--- config.mk ---
export PLATFORM = sky130hd
export DESIGN_NAME = led_chain_transmitter
export DESIGN_NICKNAME = d
export VERILOG_FILES = /design/src/rtl/led_chain_transmitter.sv
export SDC_FILE = /design/constraint.sdc
export NUM_CORES = 1
export LEC_CHECK = 0
export BUFFER_PORTS_ARGS = -buffer_cell sky130_fd_sc_hd__buf_2
export CORE_UTILIZATION = 25
export CTS_CLUSTER_DIAMETER = 60
export CTS_CLUSTER_SIZE = 24
export DETAILED_ROUTE_END_ITERATION = 8
export PLACE_DENSITY_LB_ADDON = 0.12
export SKIP_LAST_GASP = 1
export SYNTH_ARGS = -nofsm -noshare
export SYNTH_HDL_FRONTEND = slang
export SYNTH_SLANG_ARGS = --single-unit
--- constraint.sdc ---
create_clock -name clk -period 6.6 [get_ports clk]
set_input_delay 1.32 -clock clk [delete_from_list [all_inputs] [get_ports clk]]
set_output_delay 1.32 -clock clk [all_outputs]
set_load 0.02 [all_outputs]
--- src/rtl/led_chain_transmitter.sv ---
// led_chain_transmitter: snapshots a frame of pixel words and serialises it as WS2812-style pulses plus a latch gap
module led_chain_transmitter #(
    parameter int N_LEDS       = 8,
    parameter int BITS_PER_LED = 24,
    parameter int T0H_CYC      = 20,
    parameter int T1H_CYC      = 40,
    parameter int TBIT_CYC     = 63,
    parameter int TRST_CYC     = 3000,
    localparam int LW = (N_LEDS > 1) ? $clog2(N_LEDS) : 1,
    localparam int BW = (BITS_PER_LED > 1) ? $clog2(BITS_PER_LED) : 1
) (
    input  logic                           clk,
    input  logic                           rstn,
    input  logic                           start,
    input  logic [N_LEDS*BITS_PER_LED-1:0] pixels,
    output logic                           busy,
    output logic                           dout,
    output logic                           frame_done,
    output logic [LW-1:0]                  led_idx_dbg,
    output logic [BW-1:0]                  bit_idx_dbg
);
    localparam int NB   = N_LEDS * BITS_PER_LED;
    localparam int IW   = (NB > 1) ? $clog2(NB) : 1;
    localparam int MAXC = (TBIT_CYC > TRST_CYC) ? TBIT_CYC : TRST_CYC;
    localparam int TW   = $clog2(MAXC);
    localparam logic [TW-1:0] TBIT_END = TW'(TBIT_CYC - 1);
    localparam logic [TW-1:0] TRST_END = TW'(TRST_CYC - 1);
    localparam logic [TW-1:0] T0H      = TW'(T0H_CYC);
    localparam logic [TW-1:0] T1H      = TW'(T1H_CYC);
    localparam logic [LW-1:0] LED_LAST = LW'(N_LEDS - 1);
    localparam logic [BW-1:0] BIT_MSB  = BW'(BITS_PER_LED - 1);

    typedef enum logic [1:0] {IDLE, SEND, LATCH} state_t;

    state_t          state_q, state_d;
    logic [TW-1:0]   timer_q, timer_d;
    logic [LW-1:0]   led_q, led_d;
    logic [BW-1:0]   bit_q, bit_d;
    logic [NB-1:0]   buf_q, buf_d;
    logic            dout_q, dout_d;
    logic [IW-1:0]   sel;

    // Next-state: frame sequencing, and dout precomputed from the next timer/index so the pin is registered
    always_comb begin
        state_d = state_q;
        timer_d = timer_q;
        led_d   = led_q;
        bit_d   = bit_q;
        buf_d   = buf_q;
        case (state_q)
            IDLE: if (start) begin
                state_d = SEND;
                buf_d   = pixels;
                led_d   = '0;
                bit_d   = BIT_MSB;
                timer_d = '0;
            end
            SEND: if (timer_q == TBIT_END) begin
                timer_d = '0;
                if (bit_q != '0) bit_d = bit_q - 1'b1;
                else if (led_q != LED_LAST) begin
                    bit_d = BIT_MSB;
                    led_d = led_q + 1'b1;
                end else state_d = LATCH;
            end else timer_d = timer_q + 1'b1;
            LATCH: if (timer_q == TRST_END) begin
                state_d = IDLE;
                timer_d = '0;
                led_d   = '0;
                bit_d   = '0;
            end else timer_d = timer_q + 1'b1;
            default: state_d = IDLE;
        endcase
        sel    = IW'(int'(led_d) * BITS_PER_LED + int'(bit_d));
        dout_d = (state_d == SEND) && (timer_d < (buf_d[sel] ? T1H : T0H));
    end

    // State registers; async reset drops dout and busy immediately
    always_ff @(posedge clk or negedge rstn) begin
        if (!rstn) begin
            state_q <= IDLE;
            timer_q <= '0;
            led_q   <= '0;
            bit_q   <= '0;
            buf_q   <= '0;
            dout_q  <= 1'b0;
        end else begin
            state_q <= state_d;
            timer_q <= timer_d;
            led_q   <= led_d;
            bit_q   <= bit_d;
            buf_q   <= buf_d;
            dout_q  <= dout_d;
        end
    end

    assign busy        = state_q != IDLE;
    assign dout        = dout_q;
    assign frame_done  = (state_q == LATCH) && (timer_q == TRST_END);
    assign led_idx_dbg = led_q;
    assign bit_idx_dbg = bit_q;
endmodule

== Word level (Yosys, flattened, before mapping) ==
Index checks and enable logic that the tools add are counted.

* Register bits after elaboration: 215
* Input bits: 195
* Output and inout bits: 11
* Word-level logic and storage cells: 51

* Add/subtract/negate cells: 4
* Multiply operators: 1
* Order comparisons: 2
* Equality and inequality tests: 6
* Mux-type cells: 27
* Reduce and logical (&&, ||, !) cells: 5

{| class="wikitable"
|+ Operators with widths
! cell !! number
|-
| two-way mux 192 bit || 2
|-
| two-way mux 12 bit || 3
|-
| case mux 12 bit (3 select lines) || 1
|-
| two-way mux 5 bit || 5
|-
| two-way mux 3 bit || 5
|-
| case mux 5 bit (3 select lines) || 1
|-
| adder 12 x 1 -> 12 bit (second input constant) || 1
|-
| == test 12 bit (second input constant) || 1
|-
| == test 12 x 6 -> 1 bit (second input constant) || 1
|-
| < comparator 12 x 6 -> 1 bit || 1
|-
| two-way mux 2 bit || 5
|-
| < comparator 8 x 9 -> 1 bit (second input constant) || 1
|-
| case mux 3 bit (3 select lines) || 1
|-
| adder 8 x 5 -> 8 bit || 1
|-
| binary-select mux 1 bit (select 8 bit) || 1
|-
| two-way mux 6 bit || 1
|-
| case mux 2 bit (3 select lines) || 1
|-
| multiplier 3 x 2 -> 5 bit (second input constant) || 1
|-
| nonzero test 5 bit || 1
|-
| subtractor 5 x 1 -> 5 bit (second input constant) || 1
|-
| == test 2 x 1 -> 1 bit (second input constant) || 2
|-
| adder 3 x 1 -> 3 bit (second input constant) || 1
|-
| inequality test 3 bit (second input constant) || 1
|-
| == test 2 bit (second input constant) || 1
|-
| other kinds (4) || 5
|}

== Logic depth before layout (Yosys ltp) ==
* Depth after elaboration: 12
* Depth in mapped cells: 27
* Depth with buffers taken out: 26

== Least setup slack after synthesis ==
No wires, ideal clock.

* Path kind: input to register
* From: input port start
* To: register dout_q (netlist: dout)
* Setup time: 121 ps
* Data arrival time: 5891 ps
* Required time: 6479 ps
* Setup slack: 588 ps
* Stages on the path: 20
* Buffers on the path: 6
* Cell sequence: or3b_1 -> clkbuf_1 -> clkbuf_1 -> clkbuf_1 -> clkbuf_1 -> clkbuf_1 -> nand3_1 -> fa_1 -> clkbuf_1 -> nand2_1 -> or3_1 -> nand4_1 -> o21ai_0 -> a2111oi_2 -> o21ai_0 -> ha_1 -> nor2_1 -> nor2_1 -> o21ai_0 -> o22a_1

* Elaborated cells between the ends (all ways): 18
* Those cells by class: 1 x add/sub; 1 x mul; 1 x order compare; 1 x eq/ne; 13 x mux; 1 x reduce/logical

{| class="wikitable"
|+ RTL lines
! element !! line !! text
|-
| start, declared || 14 || <nowiki>input logic start,</nowiki>
|-
| two-way mux 5 bit || 51 || <nowiki>IDLE: if (start) begin</nowiki>
|-
| case mux 5 bit (3 select lines) || 50 || <nowiki>case (state_q)</nowiki>
|-
| net bit_d[4] || 38 || <nowiki>logic [BW-1:0] bit_q, bit_d;</nowiki>
|-
| adder 8 x 5 -> 8 bit || 74 || <nowiki>sel = IW'(int'(led_d) * BITS_PER_LED + int'(bit_d));</nowiki>
|-
| binary-select mux 1 bit (select 8 bit) || 75 || <nowiki>dout_d = (state_d == SEND) && (timer_d < (buf_d[sel] ? T1H : T0H));</nowiki>
|-
| two-way mux 1 bit (implied by the code) || 75 ||
|-
| two-way mux 6 bit || 75 ||
|-
| < comparator 12 x 6 -> 1 bit || 75 ||
|-
| logical AND 1 bit || 75 ||
|-
| net dout_d || 40 || <nowiki>logic dout_q, dout_d;</nowiki>
|-
| end signal, assigned || 93 || <nowiki>dout_q <= dout_d;</nowiki>
|-
| end, declared || 40 ||
|}

The timed path passes the listed nets, and every way through them passes these cells. The select of a mux whose other input is x is not followed.

== Worst setup path after layout ==
* From: register bit_q[1] (netlist: bit_idx_dbg[1])
* To: register dout_q (netlist: dout)

* Longest elaborated chain between the ends: 11
* Elaborated cells between the ends (all ways): 22
* Those cells by class: 2 x add/sub; 1 x mul; 1 x order compare; 1 x eq/ne; 15 x mux; 2 x reduce/logical

{| class="wikitable"
|+ RTL lines
! element !! line !! text
|-
| start, declared || 38 ||
|-
| start signal, assigned || 91 || <nowiki>bit_q <= bit_d;</nowiki>
|-
| nonzero test 5 bit || 60 || <nowiki>if (bit_q != '0) bit_d = bit_q - 1'b1;</nowiki>
|-
| two-way mux 3 bit || 60 ||
|-
| two-way mux 3 bit || 58 || <nowiki>SEND: if (timer_q == TBIT_END) begin</nowiki>
|-
| case mux 3 bit (3 select lines) || 50 ||
|-
| net led_d[1] || 37 || <nowiki>logic [LW-1:0] led_q, led_d;</nowiki>
|-
| multiplier 3 x 2 -> 5 bit || 74 ||
|-
| adder 8 x 5 -> 8 bit || 74 ||
|-
| binary-select mux 1 bit (select 8 bit) || 75 ||
|-
| two-way mux 1 bit (implied by the code) || 75 ||
|-
| two-way mux 6 bit || 75 ||
|-
| < comparator 12 x 6 -> 1 bit || 75 ||
|-
| logical AND 1 bit || 75 ||
|-
| net dout_d || 40 ||
|}

The timed path passes the listed nets, and every way through them passes these cells. The select of a mux whose other input is x is not followed.

==> impl_metrics.yaml <==
status:
  result_of_the_run: "finished, final reports clean"
synth:
  postSynth.topFlopCell: "dfrtp_1"
  portion_of_the_post_synthesis_area_used_by_sequential_elements: 0.493
  synth.ff_latch_count: 215
  synthesis.yosys.warnings: 0
  postSynthNetCount: 1456
  syn-cell-area_sq_mm: 0.0109
  number_of_enable_flip_flop_cells_after_synthesis: 0
  netlist_instances: 1249
  synth_cell_types: 74
  async_reset_ff_frac: 1.00
  syn_area_per_cell_sq_um: 8.74
critical_path:
  cp_num_buf_inv: 2
  required_ns: 7.04
  startpoint_type: "flip-flop"
  arrival_ns: 6.50
  timing.critical_path.cells: "inv_1 -> ha_1 -> nor4b_2 -> nand2_1 -> o31ai_1 -> nand3_1 -> a22oi_1 -> inv_1 -> ha_1 -> fa_2 -> nand2_1 -> nor3_1 -> o311a_1 -> a2111oi_0 -> nand4_1 -> o21ai_0 -> a2111oi_2 -> o21ai_0 -> ha_1 -> nor2_1 -> nor2_1 -> o21ai_0 -> o22a_1"
  slowest_cp_cell: "fa_2"
  critical_path_class: "reg2reg"
  timing.critical_path.fanout_max: 8
  slowest_delay_ns: 0.69
  cp-end-kind: "flip-flop"
  worst_path_dominant_cell_family: "compound AO/OA/AOI/OAI gates"
pwr:
  sw_frac_of_total: 0.358
  report.power.total_mw: 4.75
  p_leak_nw: 6.82
  internal_power_mw: 3.05
  power.sequential.fraction: 0.375
  comb_power_share: 0.315
  p_sw_mw: 1.70
  power.density_cell_area_mw_per_mm2: 354
  power_frac_clock: 0.309
  peak_vdd_ir_mv: 0.175
timing:
  report.final.hold_viol_count: 0
  timing.final.max_slew_violations: 0
  timing.final.crit_share: 0.918
  fin_worst_skew_ns: 0.0117
  timing.fmax_ghz: 0.165
  setup_viol_count_final: 0
  rsz0062_at_grt: "false"
  setup_total_negative_slack_ns: 0
  worst_pin_slew_ns: 1.08
  fin_crit_ns: 6.06
  worst_relative_slew_slack: 0.278
cts:
  clock_sink_count: 215
  path_clk_slew_ns: 0.06
  post-cts-setup-buffers: 0
  ctsHtreeMaxLevel: 1
  cts_tree: "built"
  worst_skew_pair.late_latency_ns: 0.55
  cts-buffers-inserted: 26
  cts-root-to-sink-buffers: 3
  clockRootBuffer: "clkbuf_16"
floorplanning:
  rows: 76
  full_die_area_sq_mm: 0.0445
  placeableCoreArea_sq_mm: 0.0431
  die_y_um: 211
  initial_utilization: 0.253
  num_io_pins: 206
  die_w_um: 211
grt:
  gr-total-overflow: 0
  first_global_vias: 9485
  grt_usage: 0.170
  number_of_antenna_violations_at_the_first_check_in_global_routing: 1
  first_pass_grt_wire_length_mm: 57.8
  pin_count_of_the_biggest_net_entering_global_routing: 128
place:
  port_buffers: 205
  detailedPlacementHpwl_mm: 26.5
  post-place-cells: 1987
  routabilityCongestion: 0.861
cells_and_area:
  post-route-util: 0.312
  final-seq-area_sq_mm: 0.00538
  insertedDiodeCount: 0
  syn2layout_area_growth_pct: 23.0
  multiInputGateArea_sq_mm: 0.00515
  drive_gt1_frac: 0.215
  finish.cell_count_without_fillers: 2034
  nFillCells: 4605
  final_cell_mix: "nand2_1, dfrtp_1, buf_2"
  numnets_final: 1637
  mostFrequentLayoutCell: "nand2_1"
detailed_routing:
  routed_length_per_placed_instance_um: 18.4
  firstDrtPassIters: 7
  vias_per_cell: 4.64
  drcViolationCount: 0
  drt_iter0_markers: 651
  wl_mm: 37.5
  via_count: 9441
  ant_nets: 0
run:
  cap_viol_max_count: 0
min_path:
  worstHoldPathType: "reg2reg"
cell usage after synthesis (8+ instances only):
library cell,instances,share of area
nand3_1,17,0.0078
ha_1,10,0.011
mux2i_1,48,0.044
nand4_1,8,0.0046
a21oi_1,15,0.0069
clkbuf_1,37,0.013
o21ai_0,32,0.015
a211oi_1,9,0.0062
nor2_1,42,0.014
inv_1,15,0.0052
dfrtp_1,215,0.49
buf_1,9,0.0031
nand2_1,585,0.20
mux4_2,17,0.035
nor3_1,26,0.012
buf_2,15,0.0069
per-layer routing:
metal,GRT usage,part of all wire,up-vias
li1,-,-,4578
met4,0.0477,0.022,2
met1,0.244,0.48,4553
met5,0,0.00029,-
met2,0.268,0.45,254
met3,0.0233,0.046,54
tightest hold or removal path: cells and delay by family, from the launching register on:
family	cells	cell delay, ns
and+or+nand+nor	2	0.11
DFF	1	0.32
state kept, by name (all words and copies together) (netlist names):
| register | cells |
|---|---|
| bit_idx_dbg | 5 |
| state_q | 2 |
| timer_q | 12 |
| led_idx_dbg | 3 |
| buf_q | 192 |
| dout | 1 |
through the flow:
stage	instance area (sq um)	hold WS [ns]	worst slack (ns)
detailed placement	12500	0.456	0.331
global placement	12500	0.451	0.572
global route	13400	0.485	0.130
floorplan	10900	0.435	0.588
CTS	13400	0.473	0.294
finish	13400	0.465	0.540
timing repair:
item,in CTS,in global routing
endpoints found under the setup margin,0,1
hold buffers,0,0
resized for setup,0,5
hold endpoints to repair,0,0
area by class of cell:
type,instances,share of cell area
inverter,19,0.00578
clock inverter,15,0.0113
multi-input combinational,945,0.384
sequential,215,0.401
timing repair buffer,223,0.0910
clock buffer,32,0.0532
tap,585,0.0545
power groups by stage:
stage / Clock [mW] / Sequential (mW) / Combinational, mW
final: 1.47 / 1.78 / 1.50
after global routing: 1.56 / 1.82 / 1.66
after CTS: 1.51 / 1.78 / 1.52
after detailed placement: 0 / 1.81 / 1.52
after global placement: 0 / 1.80 / 1.51
after floorplan: 0 / 1.79 / 0.982
path summary, 6_finish.rpt:
kind                                          startpoint                   end  slack [ns]  depth (start not counted)
worst max-delay path            bit_idx_dbg[1]$_DFF_PN0_        dout$_DFF_PN0_        0.54                         23
worst min register to register      buf_q[116]$_DFF_PN0_  buf_q[116]$_DFF_PN0_        0.47                          2
worst max register to register  bit_idx_dbg[1]$_DFF_PN0_        dout$_DFF_PN0_        0.54                         23
worst min-delay path                buf_q[116]$_DFF_PN0_  buf_q[116]$_DFF_PN0_        0.47                          2
max in group asynchronous                           rstn   buf_q[32]$_DFF_PN0_        4.64                          2
min in group asynchronous                           rstn    buf_q[9]$_DFF_PN0_        0.75                          1
kinds of logic after synthesis:
| logic type | synth area share |
|---|---|
| multiplexers | 0.0853 |
| buffers and inverters | 0.0377 |
| flip-flops | 0.493 |
| AO/OA/AOI/OAI | 0.0937 |
| AND/OR/NAND/NOR | 0.269 |
| adder cells (fa/ha/maj) | 0.0151 |
| XOR/XNOR | 0.00642 |
No activity file was read; power rests on OpenSTA's default activity.
